[src/rtl/info_marker_gen_if.sv]
// Request/instruction handshake bundle for info_marker_gen.
// The slave modport is the generator's view; master is the driver/consumer side.
interface info_marker_gen_if;
  logic        req_valid;
  logic [3:0]  req_code;
  logic        req_ready;
  logic        inst_valid;
  logic [31:0] inst;
  logic        inst_ready;

  modport master (
    output req_valid, req_code, inst_ready,
    input  req_ready, inst_valid, inst
  );

  modport slave (
    input  req_valid, req_code, inst_ready,
    output req_ready, inst_valid, inst
  );
endinterface

[src/rtl/info_marker_gen.sv]
// Phase-event marker generator: queues legal event codes and emits them as slti x0,x0,code words.
// Optional phase-ordering checks are compiled in with INFO_PHASE_CHECK_EN.
module info_marker_gen #(
  parameter int FIFO_DEPTH = 4
) (
  input  logic               clock,
  input  logic               reset_n,
  info_marker_gen_if.slave   bus,
  input  logic               flush,
  output logic [6:0]         open_phases,
  output logic               err_illegal,
  output logic               err_order,
  output logic [15:0]        emit_count
);

  localparam int AW = (FIFO_DEPTH > 2) ? $clog2(FIFO_DEPTH) : 1;

  function automatic logic [31:0] encode_marker(input logic [3:0] code);
    return {8'h00, code, 20'h02013};
  endfunction

  logic [3:0]    mem_r [FIFO_DEPTH];
  logic [AW-1:0] wr_ptr_r;
  logic [AW-1:0] rd_ptr_r;
  logic [AW:0]   count_r;
  logic [6:0]    open_phases_r;
  logic          err_illegal_r;
  logic [15:0]   emit_count_r;

  logic          full_s;
  logic          req_ready_s;
  logic          inst_valid_s;
  logic          accept_s;
  logic          code_illegal_s;
  logic          is_start_s;
  logic [6:0]    phase_mask_s;
  logic [6:0]    phases_next_s;
  logic          order_bad_s;
  logic          push_s;
  logic          pop_s;

  // Handshake qualification, ordering check and phase-vector next value.
  always_comb begin
    full_s         = (count_r == (AW+1)'(FIFO_DEPTH));
    req_ready_s    = !full_s && !flush;
    inst_valid_s   = (count_r != {(AW+1){1'b0}});
    accept_s       = bus.req_valid && req_ready_s;
    code_illegal_s = (bus.req_code[3:1] == 3'b111);
    is_start_s     = ~bus.req_code[0];
    phase_mask_s   = 7'b0000001 << bus.req_code[3:1];
    order_bad_s    = 1'b0;
`ifdef INFO_PHASE_CHECK_EN
    if (code_illegal_s) begin
      order_bad_s = 1'b0;
    end else if (is_start_s) begin
      order_bad_s = |(open_phases_r & phase_mask_s);
    end else begin
      order_bad_s = ~|(open_phases_r & phase_mask_s);
    end
`endif
    push_s = accept_s && !code_illegal_s && !order_bad_s;
    pop_s  = inst_valid_s && bus.inst_ready;
    if (is_start_s) begin
      phases_next_s = open_phases_r | phase_mask_s;
    end else begin
      phases_next_s = open_phases_r & ~phase_mask_s;
    end
  end

  // FIFO storage, pointers, phase state, sticky error and emit counter.
  always_ff @(posedge clock or negedge reset_n) begin
    if (!reset_n) begin
      for (int i = 0; i < FIFO_DEPTH; i++) begin
        mem_r[i] <= 4'h0;
      end
      wr_ptr_r      <= {AW{1'b0}};
      rd_ptr_r      <= {AW{1'b0}};
      count_r       <= {(AW+1){1'b0}};
      open_phases_r <= 7'b0000000;
      err_illegal_r <= 1'b0;
      emit_count_r  <= 16'h0000;
    end else begin
      if (pop_s) begin
        emit_count_r <= emit_count_r + 16'h0001;
      end
      if (accept_s && code_illegal_s) begin
        err_illegal_r <= 1'b1;
      end
      if (flush) begin
        wr_ptr_r      <= {AW{1'b0}};
        rd_ptr_r      <= {AW{1'b0}};
        count_r       <= {(AW+1){1'b0}};
        open_phases_r <= 7'b0000000;
      end else begin
        if (push_s) begin
          mem_r[wr_ptr_r] <= bus.req_code;
          wr_ptr_r        <= wr_ptr_r + AW'(1);
          open_phases_r   <= phases_next_s;
        end
        if (pop_s) begin
          rd_ptr_r <= rd_ptr_r + AW'(1);
        end
        case ({push_s, pop_s})
          2'b10:   count_r <= count_r + (AW+1)'(1);
          2'b01:   count_r <= count_r - (AW+1)'(1);
          default: count_r <= count_r;
        endcase
      end
    end
  end

`ifdef INFO_PHASE_CHECK_EN
  logic err_order_r;

  // Sticky record of a dropped out-of-order phase event.
  always_ff @(posedge clock or negedge reset_n) begin
    if (!reset_n) begin
      err_order_r <= 1'b0;
    end else if (accept_s && order_bad_s) begin
      err_order_r <= 1'b1;
    end
  end

  assign err_order = err_order_r;
`else
  assign err_order = 1'b0;
`endif

  assign bus.req_ready  = req_ready_s;
  assign bus.inst_valid = inst_valid_s;
  assign bus.inst       = inst_valid_s ? encode_marker(mem_r[rd_ptr_r]) : 32'h0000_0000;
  assign open_phases    = open_phases_r;
  assign err_illegal    = err_illegal_r;
  assign emit_count     = emit_count_r;

endmodule

[src/flat_wrapper.sv]
// flat-port wrapper written by rule: the top's interface ports become plain ports
module info_marker_gen_flat 
#(
  parameter int FIFO_DEPTH = 4
)
  (clock, reset_n, flush, open_phases, err_illegal, err_order, emit_count, bus_req_valid, bus_req_code, bus_inst_ready, bus_req_ready, bus_inst_valid, bus_inst);
  info_marker_gen_if bus_i ();
  input  logic clock;
  input  logic reset_n;
  input  logic flush;
  output logic [6:0] open_phases;
  output logic err_illegal;
  output logic err_order;
  output logic [15:0] emit_count;
  input wire logic [$bits(bus_i.req_valid)-1:0] bus_req_valid;
  input wire logic [$bits(bus_i.req_code)-1:0] bus_req_code;
  input wire logic [$bits(bus_i.inst_ready)-1:0] bus_inst_ready;
  output wire logic [$bits(bus_i.req_ready)-1:0] bus_req_ready;
  output wire logic [$bits(bus_i.inst_valid)-1:0] bus_inst_valid;
  output wire logic [$bits(bus_i.inst)-1:0] bus_inst;
  assign bus_i.req_valid = bus_req_valid;
  assign bus_i.req_code = bus_req_code;
  assign bus_i.inst_ready = bus_inst_ready;
  assign bus_req_ready = bus_i.req_ready;
  assign bus_inst_valid = bus_i.inst_valid;
  assign bus_inst = bus_i.inst;
  info_marker_gen #(.FIFO_DEPTH(FIFO_DEPTH)) u_core (.clock(clock), .reset_n(reset_n), .bus(bus_i), .flush(flush), .open_phases(open_phases), .err_illegal(err_illegal), .err_order(err_order), .emit_count(emit_count));
endmodule
[config.mk]
export PLATFORM = sky130hd
export DESIGN_NAME = info_marker_gen_flat
export DESIGN_NICKNAME = d
export VERILOG_FILES = /design/src/rtl/info_marker_gen_if.sv /design/src/rtl/info_marker_gen.sv /design/src/flat_wrapper.sv
export SDC_FILE = /design/constraint.sdc
export NUM_CORES = 1
export LEC_CHECK = 0
export BUFFER_PORTS_ARGS = -buffer_cell sky130_fd_sc_hd__buf_2
export CAP_MARGIN = 20
export CORE_UTILIZATION = 30
export CTS_CLUSTER_SIZE = 40
export DETAILED_ROUTE_END_ITERATION = 7
export PLACE_DENSITY = 0.53
export SYNTH_ARGS = -nofsm -noshare
export SYNTH_HDL_FRONTEND = slang
export SYNTH_SLANG_ARGS = --single-unit
[constraint.sdc]
create_clock -name clock -period 6.08 [get_ports clock]
set_input_delay 1.216 -clock clock [delete_from_list [all_inputs] [get_ports clock]]
set_output_delay 1.216 -clock clock [all_outputs]
set_load 0.005 [all_outputs]
==> impl_results.md <==
* Num CTS Buffers at 5
* ANT nets after route at 0
* Root Driver: clkbuf_8
* Chip height at 94.0 um
* Initial Util at 0.309
* Status: completed
* HPWL after detailed placement at 3420 um
* Pre-antenna DRT Iters at 4
* EDFF count, synth at 0
* Post-Synthesis Cells at 234
* Worst hold path type: reg2reg
* Fin. max-slew vios at 0
* Layout cells sized above 1 at 0.268
* Fraction of registers with async set/reset at 1.00
* Site Rows at 33
* Max-Cap Viols at 0
* F_max at 0.330 GHz
* Netlist Area Pre-Place at 2540 um^2
* Layout Nets at 286
* Fin Setup TNS at 0 ns
* Register area share after synthesis at 0.463
* Post-DR vias/cell at 4.50
* DRT Wirelength at 4730 um
* Relative slew slack at 0.541
* H-tree Lvls at 2
* CTS tree: yes
* RSZ-0062 raised after global routing: no
* Wirelength per Cell at 12.6 um
* Postcts setup bufs at 0
* Req. time, crit path at 6.26 ns
* Global-route wire length before repair at 8050 um
* Initial DRC Count at 102
* Main flop type after synthesis: dfrtp_1
* Crit Path Category: in2reg
* #FFs+latches synth at 47
* Initial antenna violation count at 0
* Crit Path Max Fanout at 20
* Worst-case clock buffer depth at 2
* Worst-path clk slew at 0.08 ns
* Syn Area/Cell at 10.9 um^2
* Leakage at 1.40 nW
* Crit. End Element: register
* Vias in the first global route at 1579
* Worst hold slack at 0.481 ns
* GRT Total Usage at 0.120
* Global route total overflow at 0
* Tmin final at 3.03 ns
* Die area at 8840 um^2
* Total design power at 1.05 mW
* Part of the cycle the worst path needs at 0.499
* Worst-skew pair later-pin latency at 0.29 ns
* Placer Congestion at 0.795
* Area of the core at 8220 um^2
* Final setup fails at 0
* ANT cells at 0
* Slew @ Worst Pin at 0.683 ns
* Layout area overhead at 11.9%
* DIE WIDTH at 94.0 um
* Synth unique cells at 41
* Clk sinks at 47
* Max VDD drop at 0.149 mV
* Io pins at 68
* Pwr Density at 369 nW/um^2
* Syn. warnings at 0
* CP Launch Type: input pin
* Via count at 1697
* Number of input and output port buffers inserted at 42
* Resized cells post-CTS at 0
* DRC at 0
* Post-route clock skew at 0.00619 ns
* Hold-fix buffers, CTS at 0
* Largest net degree at the start of global routing at 48
* Final Hold Viols at 0
* WP data arrival at 3.21 ns
[cell type report]
type / count / area, um^2
clock buffers: 8 / 100
fillers: 848 / 5370
inverters: 4 / 15.0
multi-input cells: 169 / 1180
flip-flops and latches: 47 / 1180
well taps: 105 / 131
repair buffers: 44 / 238
[through the flow]
| step | area (um^2) | setup slack (ns) | util | instances |
|---|---|---|---|---|
| after floorplan | 2630 | 3.04 | - | 258 |
| after global placement | 2720 | 2.80 | 0.332 | 368 |
| after detailed placement | 2720 | 2.74 | 0.332 | 368 |
| after CTS | 2820 | 3.06 | 0.344 | 376 |
| after global routing | 2840 | 2.87 | 0.346 | 377 |
| final | 2840 | 3.05 | 0.346 | 377 |
[power by group]
group          switching (mW)  internal (mW)
Combinational           0.169          0.208
Clock                  0.0991          0.104
Sequential             0.0808          0.390
[state kept, by name, indices dropped and copies added, names as in the netlist]
register	cells
u_core.emit_count	16
u_core.mem_r	16
u_core.open_phases	7
u_core.count_r	3
u_core.rd_ptr_r	2
u_core.wr_ptr_r	2
u_core.err_illegal	1
[layer usage]
| layer | global-route usage | wire length (um) | vias to the layer above | part of all wire |
|---|---|---|---|---|
| li1 | - | - | 814 | - |
| met1 | 0.172 | 2400 | 830 | 0.51 |
| met2 | 0.176 | 2120 | 48 | 0.45 |
| met3 | 0.0218 | 146 | 5 | 0.031 |
| met4 | 0.0500 | 72 | 0 | 0.015 |
| met5 | 0 | 0 | - | 0 |
[cell usage in the layout, fill, tap and decap left out, types with 2 or more instances in the layout]
master    instances
nand4_1           7
xor2_1            5
clkbuf_8          7
or3_1             4
and3_1            2
a21oi_1          12
and2_1            5
inv_1             4
o31ai_1           3
dfrtp_1          47
or2_2             2
mux2i_1           5
nor3_1            2
mux4_2            4
buf_2            42
nand2_1          17
nand3_1           8
nor2b_1           4
mux2_2           12
xnor2_1          13
nand2b_1          4
conb_1           25
ha_1              5
nor2_1           13
o21ai_0           2
[cells by family after synthesis]
group,Yosys count,synth area share
AO/OA/AOI/OAI,22,0.0566
other,1,0.00148
adder cells (fa/ha/maj),6,0.0325
multiplexers,23,0.119
buffers and inverters,42,0.107
XOR/XNOR,18,0.0620
AND/OR/NAND/NOR,75,0.159
flip-flops,47,0.463
[worst max-delay path, cell delays in order]
cell      delay (ns)
buf_2           0.22
nor2b_1         0.46
and2_1          0.24
a21oi_1         0.09
fa_1            0.38
a311oi_1        0.21
a31oi_1         0.08
mux2_1          0.31
[Yosys cell counts, drive strengths merged, types with 2 or more instances]
cell    instances  area [um^2]
nand4           7         43.8
mux4            4         90.1
nor2           13         48.8
inv             4         15.0
dfrtp          47         1180
nand2          17         63.8
nor3            2         10.0
or3             4         25.0
buf            31          230
a21oi          12         60.1
mux2           14          161
nand2b          4         25.0
and3            3         23.8
clkbuf          7         26.3
xnor2          13          114
o21ai           2         10.0
ha              5         62.6
or2             2         12.5
mux2i           5         50.1
nor2b           4         25.0
and2            5         31.3
o31ai           3         22.5
nand3           8         40.0
xor2            5         43.8
[path summary, 6_finish.rpt]
path | from | to | slack (ns) | cells after the start
setup / recovery | flush | u_core.count_r[2] | 3.05 | 8
hold / removal | u_core.emit_count[15] | u_core.emit_count[15] | 0.48 | 1
setup reg to reg | u_core.count_r[1] | u_core.count_r[2] | 4.00 | 7
hold reg to reg | u_core.emit_count[15] | u_core.emit_count[15] | 0.48 | 1
max in group asynchronous | reset_n | u_core.open_phases[4] | 4.82 | 2
min in group asynchronous | reset_n | u_core.mem_r[6] | 0.79 | 1
No activity file was read; power rests on OpenSTA's default activity.
